$ cat src/rtl/pipe_array_gen.sv
`timescale 1ns/1ps
// pipe_array_gen
//   Scrolling obstacle ("pipe") generator for a side-scroller playfield.
//   Keeps NUM_PIPES pipes evenly spaced by PIPE_SPACING.
//   - While running, every pipe moves left by STEP = speed+1 pixels per tick.
//   - A pipe that would move past x=0 wraps forward by one full period
//     P = NUM_PIPES*PIPE_SPACING. This keeps the spacing between pipes exact.
//     The wrapped pipe also gets a new random gap height taken from a 16-bit LFSR.
//   - Each pipe whose right edge crosses the score line SL = BIRD_HPOS-BIRD_XW
//     adds one point to a saturating 8-bit score.
//
// Ports
//   clk_2ms      in   1              game tick clock, rising edge
//   rst_n        in   1              synchronous active-low reset
//   state        in   2              0 ready (hold at init), 1 running, 2/3 frozen
//   speed        in   2              STEP = speed+1 pixels per tick
//   pip_X        out  NUM_PIPES*XW   pipe i right-edge X at [i*XW +: XW]
//   pip_Y        out  NUM_PIPES*9    pipe i gap-bottom Y at [i*9 +: 9]
//   score        out  8              pipes passed, saturates at 255
//   score_pulse  out  1              one-cycle flag, the cycle after score changed
module pipe_array_gen #(
    parameter int          NUM_PIPES    = 3,
    parameter int          XW           = 11,
    parameter int          SCREEN_W     = 640,
    parameter int          SCREEN_H     = 480,
    parameter int          SLOT_W       = 100,
    parameter int          SLOT_H       = 100,
    parameter int          PIPE_SPACING = 260,
    parameter int          BIRD_HPOS    = 320,
    parameter int          BIRD_XW      = 34,
    parameter logic [15:0] LFSR_SEED    = 16'hACE1
) (
    input  logic                      clk_2ms,
    input  logic                      rst_n,
    input  logic [1:0]                state,
    input  logic [1:0]                speed,
    output logic [NUM_PIPES*XW-1:0]   pip_X,
    output logic [NUM_PIPES*9-1:0]    pip_Y,
    output logic [7:0]                score,
    output logic                      score_pulse
);

    localparam int         PERIOD  = NUM_PIPES * PIPE_SPACING;
    localparam int         SL      = BIRD_HPOS - BIRD_XW;
    localparam int         Y0      = (SCREEN_H + SLOT_H) / 2;
    localparam logic [8:0] Y_RANGE = 9'(SCREEN_H - SLOT_H);
    localparam logic [1:0] ST_READY = 2'd0;
    localparam logic [1:0] ST_RUN   = 2'd1;

    logic [XW-1:0] r_x [NUM_PIPES];
    logic [8:0]    r_y [NUM_PIPES];
    logic [7:0]    r_score;
    logic          r_changed;
    logic          r_pulse;
    logic [15:0]   r_lfsr;

    logic [XW-1:0]        w_step;
    logic [XW-1:0]        w_x_next [NUM_PIPES];
    logic [8:0]           w_y_next [NUM_PIPES];
    logic [NUM_PIPES-1:0] w_pass;
    logic [3:0]           w_pass_cnt;
    logic [8:0]           w_score_sum;
    logic [7:0]           w_score_next;
    logic [8:0]           w_rand_r;
    logic [8:0]           w_rand_y;
    logic                 w_lfsr_fb;

    assign w_step = XW'(speed) + XW'(1);

    // Taps 16,14,13,11. A shift-left Fibonacci LFSR never reaches zero from a non-zero seed.
    assign w_lfsr_fb = r_lfsr[15] ^ r_lfsr[13] ^ r_lfsr[12] ^ r_lfsr[10];

    // Fold the 0..511 sample into the 0..(SCREEN_H-SLOT_H-1) window.
    // A single subtraction is enough because 511 < 2*(SCREEN_H-SLOT_H).
    assign w_rand_r = r_lfsr[8:0];
    assign w_rand_y = 9'(SLOT_H) + ((w_rand_r >= Y_RANGE) ? (w_rand_r - Y_RANGE) : w_rand_r);

    always_comb begin
        w_pass_cnt = '0;
        w_pass     = '0;
        for (int i = 0; i < NUM_PIPES; i++) begin
            w_x_next[i] = r_x[i];
            w_y_next[i] = r_y[i];
            if (r_x[i] >= w_step) begin
                w_x_next[i] = r_x[i] - w_step;
                // A crossing is judged over the whole step, so every speed catches it.
                w_pass[i]   = (r_x[i] > XW'(SL)) && ((r_x[i] - w_step) <= XW'(SL));
            end else begin
                // Wrap by exactly one period. The result is below PERIOD, so it always fits in XW bits.
                w_x_next[i] = r_x[i] + XW'(PERIOD) - w_step;
                w_y_next[i] = w_rand_y;
            end
            w_pass_cnt = w_pass_cnt + 4'(w_pass[i]);
        end
    end

    assign w_score_sum  = {1'b0, r_score} + 9'(w_pass_cnt);
    assign w_score_next = (w_score_sum > 9'd255) ? 8'hFF : w_score_sum[7:0];

    always_ff @(posedge clk_2ms) begin
        if (!rst_n) begin
            for (int i = 0; i < NUM_PIPES; i++) begin
                r_x[i] <= XW'(SCREEN_W + SLOT_W + i * PIPE_SPACING);
                r_y[i] <= 9'(Y0);
            end
            r_score   <= '0;
            r_changed <= 1'b0;
            r_pulse   <= 1'b0;
            r_lfsr    <= LFSR_SEED;
        end else begin
            r_lfsr <= {r_lfsr[14:0], w_lfsr_fb};
            case (state)
                ST_READY: begin
                    for (int i = 0; i < NUM_PIPES; i++) begin
                        r_x[i] <= XW'(SCREEN_W + SLOT_W + i * PIPE_SPACING);
                        r_y[i] <= 9'(Y0);
                    end
                    r_score   <= '0;
                    r_changed <= 1'b0;
                    r_pulse   <= 1'b0;
                end
                ST_RUN: begin
                    for (int i = 0; i < NUM_PIPES; i++) begin
                        r_x[i] <= w_x_next[i];
                        r_y[i] <= w_y_next[i];
                    end
                    r_score   <= w_score_next;
                    r_changed <= (w_score_next != r_score);
                    r_pulse   <= r_changed;
                end
                default: begin
                    r_changed <= 1'b0;
                    r_pulse   <= 1'b0;
                end
            endcase
        end
    end

    always_comb begin
        pip_X = '0;
        pip_Y = '0;
        for (int i = 0; i < NUM_PIPES; i++) begin
            pip_X[i*XW +: XW] = r_x[i];
            pip_Y[i*9 +: 9]   = r_y[i];
        end
    end

    assign score       = r_score;
    assign score_pulse = r_pulse;

endmodule

$ cat config.mk
export PLATFORM = sky130hd
export DESIGN_NAME = pipe_array_gen
export DESIGN_NICKNAME = d
export VERILOG_FILES = /design/src/rtl/pipe_array_gen.sv
export SDC_FILE = /design/constraint.sdc
export NUM_CORES = 1
export LEC_CHECK = 0
export ABC_CLOCK_PERIOD_IN_PS = 4850
export CAP_MARGIN = 30
export CORE_MARGIN = 1
export CORE_UTILIZATION = 30
export DETAILED_ROUTE_END_ITERATION = 16
export PLACE_DENSITY_LB_ADDON = 0.08
export SLEW_MARGIN = 20
export SYNTH_ARGS = -nofsm -noshare
export SYNTH_HDL_FRONTEND = slang
export SYNTH_SLANG_ARGS = --single-unit
$ cat constraint.sdc
create_clock -name clk_2ms -period 4.85 [get_ports clk_2ms]
set_clock_uncertainty 0.15 [all_clocks]
set_input_delay 1.2125 -clock clk_2ms [delete_from_list [all_inputs] [get_ports clk_2ms]]
set_output_delay 1.2125 -clock clk_2ms [all_outputs]
set_load 0.05 [all_outputs]
# [After elaboration in Yosys (flattened, before gate mapping)]
# Memories as Yosys holds them, arrays and structs flattened.
# Cells that the tools add are included.
[word_totals] n_memories=2 register_bits=26 output_inout_bits=69 latch_bits=0 romBits=0 wordCells=86 ramBits=60
[mem_list] memory="r_x" words=3 word_bits=11 rd=3 rd_ports_with_merged_regs=0 write_ports=3 line="50" rtl="logic [XW-1:0] r_x [NUM_PIPES];"
[mem_list] memory="r_y" words=3 word_bits=9 rd=3 rd_ports_with_merged_regs=0 write_ports=3 line="51" rtl="logic [8:0] r_y [NUM_PIPES];"
[op_classes] reduce_logical=6 multipliers=0 n_div=0 mux=31 shifts=0 bitwise_logic=15 addsub=15 eq_ne=2 order_cmp=11
[op_table] cell="11-bit 2-to-1 mux" n=9
[op_table] cell="9-bit 2-to-1 mux" n=10
[op_table] cell="11-bit by 3-bit subtractor with 11-bit output" n=6
[op_table] cell="11-bit by 10-bit adder with 11-bit output, second input constant" n=3
[op_table] cell="11-bit by 3-bit greater-or-equal comparator with 1-bit output" n=3
[op_table] cell="11-bit by 9-bit greater-than comparator with 1-bit output, second input constant" n=3
[op_table] cell="11-bit by 9-bit <= comparator with 1-bit output, second input constant" n=3
[op_table] cell="8-bit one-hot mux with 2 select lines" n=1
[op_table] cell="1-bit OR" n=12
[op_table] cell="1-bit 2-to-1 mux" n=10
[op_table] cell="7-bit by 9-bit adder with 9-bit output, first input constant" n=1
[op_table] cell="8-bit by 3-bit adder with 9-bit output" n=1
[op_table] cell="9-bit greater-or-equal comparator, second input constant" n=1
[op_table] cell="9-bit by 8-bit greater-than comparator with 1-bit output, second input constant" n=1
[op_table] cell="9-bit subtractor, second input constant" n=1
[op_table] cell="8-bit 2-to-1 mux" n=1
[op_table] cell="8-bit != test" n=1
[op_table] cell="2-bit by 1-bit adder with 3-bit output" n=1
[op_table] cell="2-bit by 1-bit adder with 3-bit output, second input constant" n=1
[op_table] cell="1-bit logical AND" n=3
[op_table] cell="1-bit XOR" n=3
[op_table] cell="1-bit by 1-bit adder with 2-bit output" n=1
[op_table] cell="2-bit by 1-bit == test with 1-bit output, second input constant" n=1
[op_table] cell="2-bit zero test" n=1
[op_table] cell="2 further kinds" n=2

# [Longest topological paths before layout]
# Gate-level depths: netlist of run 1.
[logic_depth] word_depth=11 mapped_depth=22 depth_no_buf=22

# [Worst setup path after synthesis of run 1]
# OpenSTA, ideal clock, no wires.
[synth_timing] path_kind="input to register" startpoint="in speed[0]" endpoint="reg r_changed" setup_time_ns=0.074 n_path_buf=0 slack_ns=-0.489 t_arrival_ns=5.115 path_stages=22 required_time_ns=4.626 cell_sequence="ha_1 -> inv_1 -> ha_1 -> inv_1 -> fa_1 -> o211a_4 -> o21ai_0 -> xnor2_1 -> a21oi_1 -> a31oi_1 -> nor3_1 -> fa_1 -> ha_1 -> inv_1 -> fa_1 -> nor2b_1 -> nand2_1 -> nor2_1 -> nor2_1 -> mux2i_1 -> o22ai_1 -> a31oi_1"
[synth_via] elab_chain_cells=11 word_cells_on_any_way=22
[synth_lines] item="start, declared" line="36" rtl="input logic [1:0] speed,"
[synth_lines] item="2-bit by 1-bit adder with 3-bit output (*)" line="68" rtl="assign w_step = XW'(speed) + XW'(1);"
[synth_lines] item="11-bit by 3-bit subtractor with 11-bit output" line="87" rtl="w_pass[i] = (r_x[i] > XW'(SL)) && ((r_x[i] - w_step) <= XW'(SL));"
[synth_lines] item="11-bit by 9-bit <= comparator with 1-bit output" line="87"
[synth_lines] item="1-bit logical AND" line="87"
[synth_lines] item="1-bit 2-to-1 mux" line="84" rtl="if (r_x[i] >= w_step) begin"
[synth_lines] item="1-bit by 1-bit adder with 2-bit output" line="93" rtl="w_pass_cnt = w_pass_cnt + 4'(w_pass[i]);"
[synth_lines] item="2-bit by 1-bit adder with 3-bit output (*)" line="93"
[synth_lines] item="8-bit by 3-bit adder with 9-bit output (*)" line="97" rtl="assign w_score_sum = {1'b0, r_score} + 9'(w_pass_cnt);"
[synth_lines] item="9-bit by 8-bit greater-than comparator with 1-bit output" line="98" rtl="assign w_score_next = (w_score_sum > 9'd255) ? 8'hFF : w_score_sum[7:0];"
[synth_lines] item="8-bit 2-to-1 mux (*)" line="98"
[synth_lines] item="8-bit != test (*)" line="128" rtl="r_changed <= (w_score_next != r_score);"
[synth_lines] item="end signal, assigned" line="128"
[synth_lines] item="end, declared" line="53" rtl="logic r_changed;"
# Mark *: on every way between the ends. The rest lies on a longest branch, timed or not.
# A chain may end at the register's enable or synchronous reset.

# [Final worst setup path of run 1]
[layout_timing] startpoint="in speed[1]" endpoint="reg r_changed"
# The elaborated chain is that of the path after synthesis.

==> results of run 1 <==
## stage by stage
| stage | power (mW) | hold slack [ns] |
|---|---|---|
| 2_1_floorplan | 1.125 | 0.2363 |
| 5_1_grt | 2.083 | 0.2960 |
| 3_5_place_dp | 1.300 | 0.2531 |
| 4_1_cts | 2.022 | 0.2735 |
| 6_report | 1.993 | 0.2671 |
| 3_3_place_gp | 1.298 | 0.2450 |
## repair_timing
item / in CTS / in global routing
pin swaps: 16 / 8
setup buffers: 6 / 3
setup endpoints to repair: 9 / 8
resized for setup: 22 / 6
gates cloned: 0 / 0
## state kept, by name, indices dropped and copies added, names as in the netlist
name and flops:
r_x 33, r_y 27, r_lfsr 16, score 8, r_changed 1, score_pulse 1
## final cells by class
type / count / area, µm²
Inverter: 56 / 210.2
Clock inverter: 7 / 61.31
Clock buffer: 9 / 225.2
Multi-Input combinational cell: 459 / 3521
Fill cell: 1969 / 11540
Tap cell: 265 / 331.6
Timing Repair Buffer: 148 / 1315
Sequential cell: 86 / 2322
## layer usage
metal,vias up,track usage
met4,0,0.05655
met5,-,0
met3,12,0.02932
li1,2466,-
met2,73,0.2795
met1,2392,0.2222
## where the power goes
part / internal, mW / switching, mW / leakage (nW)
Clock: 0.360 / 0.338 / 0.141
Sequential: 0.820 / 0.0333 / 0.781
Combinational: 0.194 / 0.247 / 2.27
## placed cells by master (no fill, tap or decap), types with 28 or more instances in the layout
| master | n |
|---|---|
| a21oi_1 | 28 |
| buf_4 | 72 |
| clkdlybuf4s50_1 | 72 |
| edfxtp_1 | 60 |
| ha_1 | 56 |
| inv_1 | 53 |
| nand2_1 | 52 |
| nor2_1 | 37 |
| o21ai_0 | 28 |
| xnor2_1 | 33 |
## critical path, cell delays in order
cell and delay [ns]:
buf_6 0.10, ha_4 0.23, buf_6 0.13, fa_2 0.39
nor2b_2 0.17, nor3_2 0.07, xnor2_1 0.14, nor4_1 0.20
a21oi_1 0.11, a31oi_1 0.22, nor3_2 0.08, fa_1 0.51
ha_2 0.19, inv_2 0.04, fa_2 0.36, nor2b_4 0.13
nand2_2 0.08, nor2_4 0.13, buf_4 0.12, nand2_1 0.06
o22ai_1 0.13, a31oi_1 0.09
## Yosys cell counts (3+ instances only)
| cell type | count | area [µm²] |
|---|---|---|
| edfxtp_1 | 60 | 1802 |
| ha_1 | 59 | 738.2 |
| inv_1 | 55 | 206.5 |
| nand2_1 | 53 | 198.9 |
| nor2_1 | 39 | 146.4 |
| xnor2_1 | 34 | 297.8 |
| a21oi_1 | 29 | 145.1 |
| o21ai_0 | 29 | 145.1 |
| dfxtp_1 | 26 | 520.5 |
| nand3_1 | 18 | 90.09 |
| nor3_1 | 17 | 85.08 |
| and2_1 | 14 | 87.58 |
| nor2b_1 | 14 | 87.58 |
| nand2b_1 | 12 | 75.07 |
| xor2_1 | 12 | 105.1 |
| fa_1 | 10 | 200.2 |
| a31oi_1 | 9 | 56.30 |
| clkbuf_1 | 9 | 33.78 |
| o21ai_1 | 9 | 45.04 |
| a21o_1 | 8 | 60.06 |
| nand4_1 | 5 | 31.28 |
| o211ai_1 | 5 | 37.54 |
| a211oi_1 | 4 | 30.03 |
| a21boi_0 | 4 | 30.03 |
| and3_1 | 4 | 25.02 |
| nor3_2 | 4 | 40.04 |
| o21bai_1 | 4 | 30.03 |
| a41oi_1 | 3 | 26.28 |
| buf_2 | 3 | 15.01 |
| mux2i_1 | 3 | 30.03 |
| nand3b_1 | 3 | 22.52 |
| nor4_1 | 3 | 18.77 |
| nor4bb_1 | 3 | 30.03 |
| or3_1 | 3 | 18.77 |
| or4_1 | 3 | 22.52 |
## cells by family (layout without fill, tap and decap cells)
family | after synthesis | count (layout)
and+or+nand+nor | 210 | 210
muxes | 7 | 7
xor gates and xnor gates | 47 | 47
adders and majority gates | 69 | 69
DFF | 86 | 86
buffers and inverters | 72 | 220
AOI/OAI and AO/OA | 126 | 126
## worst max-delay path by stage
stage / slack (ns) / cells after the start / end / start
finish: 0.05 / 22 / r_changed / speed[1]
global route: -0.18 / 22 / r_changed / speed[0]
CTS: 0.008 / 22 / r_changed / speed[1]
detailed placement: -0.91 / 22 / r_changed / speed[0]
global placement: -0.94 / 22 / r_changed / speed[0]
floorplan: -0.01 / 20 / r_changed / speed[1]
==> results.cfg, run 1 <==
[run_status]
status = completed

[synthesis]
synth.area.mux_share = 0.01375
synth-compound-area-share = 0.1379
synth-main-ff-cell = edfxtp_1
yosys_warnings = 0
synth_edf_count = 60
synth-seq-cells = 86
synth-seq-area-share = 0.3866
synthCells = 617
syn_nets = 692
synth_fa_ha_area_frac = 0.1562
synthArstFlopShare = 0
postSynthAreaPerCell_um2 = 9.736
synth_top_family_by_area = simple AND/OR/NAND/NOR gates
synth_area_um2 = 6007
synth-xor-area-share = 0.06978
post_synth_num_cell_types = 73
synthSimpleGateAreaFrac = 0.1881

[grt]
grt_pass1_vias = 5169
antenna_found_initial = 0
grt_overflow = 0
grt_usage = 0.1691
grt_pass1_wl_mm = 26.64
grt_start_max_net_pins = 39

[cells_and_area]
syn_to_final_growth_pct = 32.95
drive_above_1_share = 0.1882
n_antenna_cell = 0
instances_no_fill = 1030
fin_util = 0.4090
fin_area_um2 = 7986
final_nets = 835

[clock_network]
path_clk_slew_ns = 0.07
h-tree-depth = 3
cts_sinks = 86
cts_buffers = 9
postCtsHoldBufs = 0
insertion_delay_ns = 0.35
cts.path.max_buffers = 2
cts_root_buf = clkbuf_16
cts_tree = built

[die]
die_y_um = 143.5
start_util = 0.3076
fp-row-count = 51
die_w_um = 143.5
dieArea_um2 = 20590
core-area_um2 = 19530
io_pins = 75

[sta]
maxSlewViolCount = 0
period_share = 0.9900
relSlewSlack = 0.5978
max_freq_ghz = 0.2083
timing_hold_violations_final = 0
rsz0062_at_grt = yes
tightest_slew_ns = 0.6034
setup_ws_ns = 0.04843
min_period_ns = 4.802
final.setup.tns_ns = 0
setup_viol = 0

[routing]
viasPerCell = 4.799
wirelength_mm = 16.44
dr_wl_met2_mm = 7.939
dr_total_vias = 4943
wl_per_cell_um = 15.97
maxUsedRoutingLayer = met4
drt_pass1_iterations = 4
antenna_left = 0
met1Wirelength_mm = 7.861
wl_met3_um = 440
drcViolationCount = 0
drt_iter0_markers = 252

[min_path]
whs_path_depth = 1
min_from = r_lfsr[14]
hold_end = r_lfsr[15]
hp-class = register to register

[place]
dpl.cell_count = 1005
gp_congestion = 0.8290
dpl.hpwl_mm = 12.49
io_buffers = 74
dp_slack_ns = -0.9109
place_area_um2 = 7562

[setup_path]
timing.rr.end = r_changed
startpoint_type = input pin
reg2reg_depth = 21
required_ns = 4.93
ff2ff_setup_slack_ns = 0.70
rr_startpoint = r_x[0][0]
endpoint_kind = register
path_max_fanout = 4
cp_data_arrival_time_ns = 4.88
critical_path_class = input pin to register

[power_and_ir_drop]
p_per_area_nw_per_um2 = 249.5
ir_drop_mv = 0.1669
p_leak_nw = 3.192

[flow_run]
cap_viol_max_count = 0
Power figures use the tool's default switching activity.
==> inputs of run 2 (changes only) <==
Settings changed: ABC_CLOCK_PERIOD_IN_PS 4850 to 6100, CORE_MARGIN 1 to 10, TNS_END_PERCENT from default to 50.
Clock period 4.85 ns to 6.1 ns, I/O delays scaled along.
==> results.cfg, run 2 (synthesis results as in run 1) <==
[place]
place_area_um2 = 7281
io_buffers = 74
gp_congestion = 0.8659
dpl.hpwl_mm = 12.72
dpl.cell_count = 977
dp_slack_ns = -0.2345

[cells_and_area]
reg_top3 = r_x: 33 flops, r_y: 27 flops, r_lfsr: 16 flops
final_nets = 798
instances_no_fill = 993
largest_reg_flops = 33
drive_above_1_share = 0.1195
final_cell_mix = clkdlybuf4s50_1 (74), edfxtp_1 (60), ha_1 (58)
regMostFlops = r_x
syn_to_final_growth_pct = 26.81
layout_commonest_cell = clkdlybuf4s50_1
n_antenna_cell = 0
fin_area_um2 = 7617

[clock_network]
cts_buffers = 9
insertion_delay_ns = 0.35
postCtsHoldBufs = 0
cts.path.max_buffers = 2
path_clk_slew_ns = 0.07
h-tree-depth = 3
cts_sinks = 86
cts_root_buf = clkbuf_16
cts_tree = built

[routing]
dr_total_vias = 4757
drcViolationCount = 0
drt_iter0_markers = 216
wirelength_mm = 16.57
viasPerCell = 4.791
antenna_left = 0
drt_pass1_iterations = 4
wl_per_cell_um = 16.69

[die]
start_util = 0.3066
fp-row-count = 51
io_pins = 75
die_y_um = 161.5
core-area_um2 = 19590
dieArea_um2 = 26080
die_w_um = 161.5

[min_path]
hp-class = register to register
min_from = r_lfsr[9]

[grt]
grt_pass1_vias = 4982
grt_overflow = 0
grt_usage = 0.1277
grt_start_max_net_pins = 39
antenna_found_initial = 0
grt_pass1_wl_mm = 26.91

[power_and_ir_drop]
p_per_area_nw_per_um2 = 204.2
ir_drop_mv = 0.1314
p_leak_nw = 2.997

[sta]
relSlewSlack = 0.5247
setup_ws_ns = 0.2997
setup_viol = 0
final.setup.tns_ns = 0
min_period_ns = 5.800
maxSlewViolCount = 0
max_freq_ghz = 0.1724
rsz0062_at_grt = no
tightest_slew_ns = 0.7107
period_share = 0.9509
timing_hold_violations_final = 0

[setup_path]
critical_path_class = input pin to register
startpoint_type = input pin
cp_num_buf_inv = 4
crit_path_start = speed[0]
rr_startpoint = r_x[0][0]
cp_data_arrival_time_ns = 5.93
crit_path_cell_trace = clkdlybuf4s50_1 -> buf_4 -> inv_1 -> ha_1 -> fa_2 -> nor2b_2 -> nor3_2 -> xnor2_1 -> nor4_1 -> a21oi_1 -> a31oi_1 -> nor3_1 -> fa_1 -> ha_1 -> inv_1 -> fa_1 -> nor2b_2 -> nand2_1 -> nor2_4 -> nor2_1 -> mux2i_1 -> o22ai_1 -> a31oi_1
cpLargestDelayFamily = adder cells
endpoint_kind = register
slowest_delay_ns = 0.54
path_max_fanout = 4
crit_slowest_cell = clkdlybuf4s50_1
required_ns = 6.23

[run_status]
status = completed

[flow_run]
cap_viol_max_count = 0
[run 2: cell count changes in the layout (fill, tap and decap cells not counted), sizes merged]
cell           delta
buf              -39
clkdlybuf4s50     +2
clkinv            +1
inv               -1
[run 2: routing by layer]
metal  GRT usage  up-vias  part of all wire
li1            -     2388                 -
met1      0.1617     2297              0.47
met2      0.2092       53              0.48
met3     0.03025       19             0.036
met4     0.04177        0             0.016
met5           0        -                 0
[run 2: layout make-up]
| cell class | count | area, µm² |
|---|---|---|
| Clock buffer | 9 | 225.2 |
| Clock inverter | 7 | 75.07 |
| Fill cell | 1958 | 11970 |
| Inverter | 56 | 210.2 |
| Multi-Input combinational cell | 459 | 3435 |
| Sequential cell | 86 | 2322 |
| Tap cell | 265 | 331.6 |
| Timing Repair Buffer | 111 | 1018 |
[run 2: worst register-to-register path: stages, from the launching register on]
cell and delay, ns:
edfxtp_1 0.41, inv_1 0.07, ha_1 0.21, fa_2 0.36, nor2b_2 0.16, nor3_2 0.07, xnor2_1 0.13, nor4_1 0.30
a21oi_1 0.11, a31oi_1 0.18, nor3_1 0.10, fa_1 0.51, ha_1 0.17, inv_1 0.06, fa_1 0.40, nor2b_2 0.15
nand2_1 0.11, nor2_4 0.15, nor2_1 0.05, mux2i_1 0.15, o22ai_1 0.10, a31oi_1 0.16
[run 2: stage by stage]
step / hold slack, ns / util / power (mW)
detailed placement: 0.2476 / 0.3717 / 1.001
finish: 0.2678 / 0.3888 / 1.556
global route: 0.2962 / 0.3888 / 1.630
floorplan: 0.2363 / - / 0.8904
global placement: 0.2456 / 0.3717 / 1.001
CTS: 0.2774 / 0.3870 / 1.578
[run 2: final timing paths]
check | cells past startpoint | slack (ns) | endpoint
setup / recovery | 23 | 0.30 | r_changed
hold / removal | 1 | 0.27 | r_lfsr[10]
setup reg to reg | 21 | 1.76 | r_changed
hold reg to reg | 1 | 0.27 | r_lfsr[10]
[run 2: timing repair]
| item | CTS | global route |
|---|---|---|
| gates resized for setup | 0 | 8 |
| setup endpoints to repair | 0 | 4 |
| setup buffers | 0 | 0 |
[run 2: report_power, final]
part           total (mW)  leakage [nW]  switching (mW)  internal [mW]
clock               0.568         0.145           0.277          0.291
combinational       0.310          2.07           0.187          0.123
sequential          0.677         0.781          0.0257          0.652
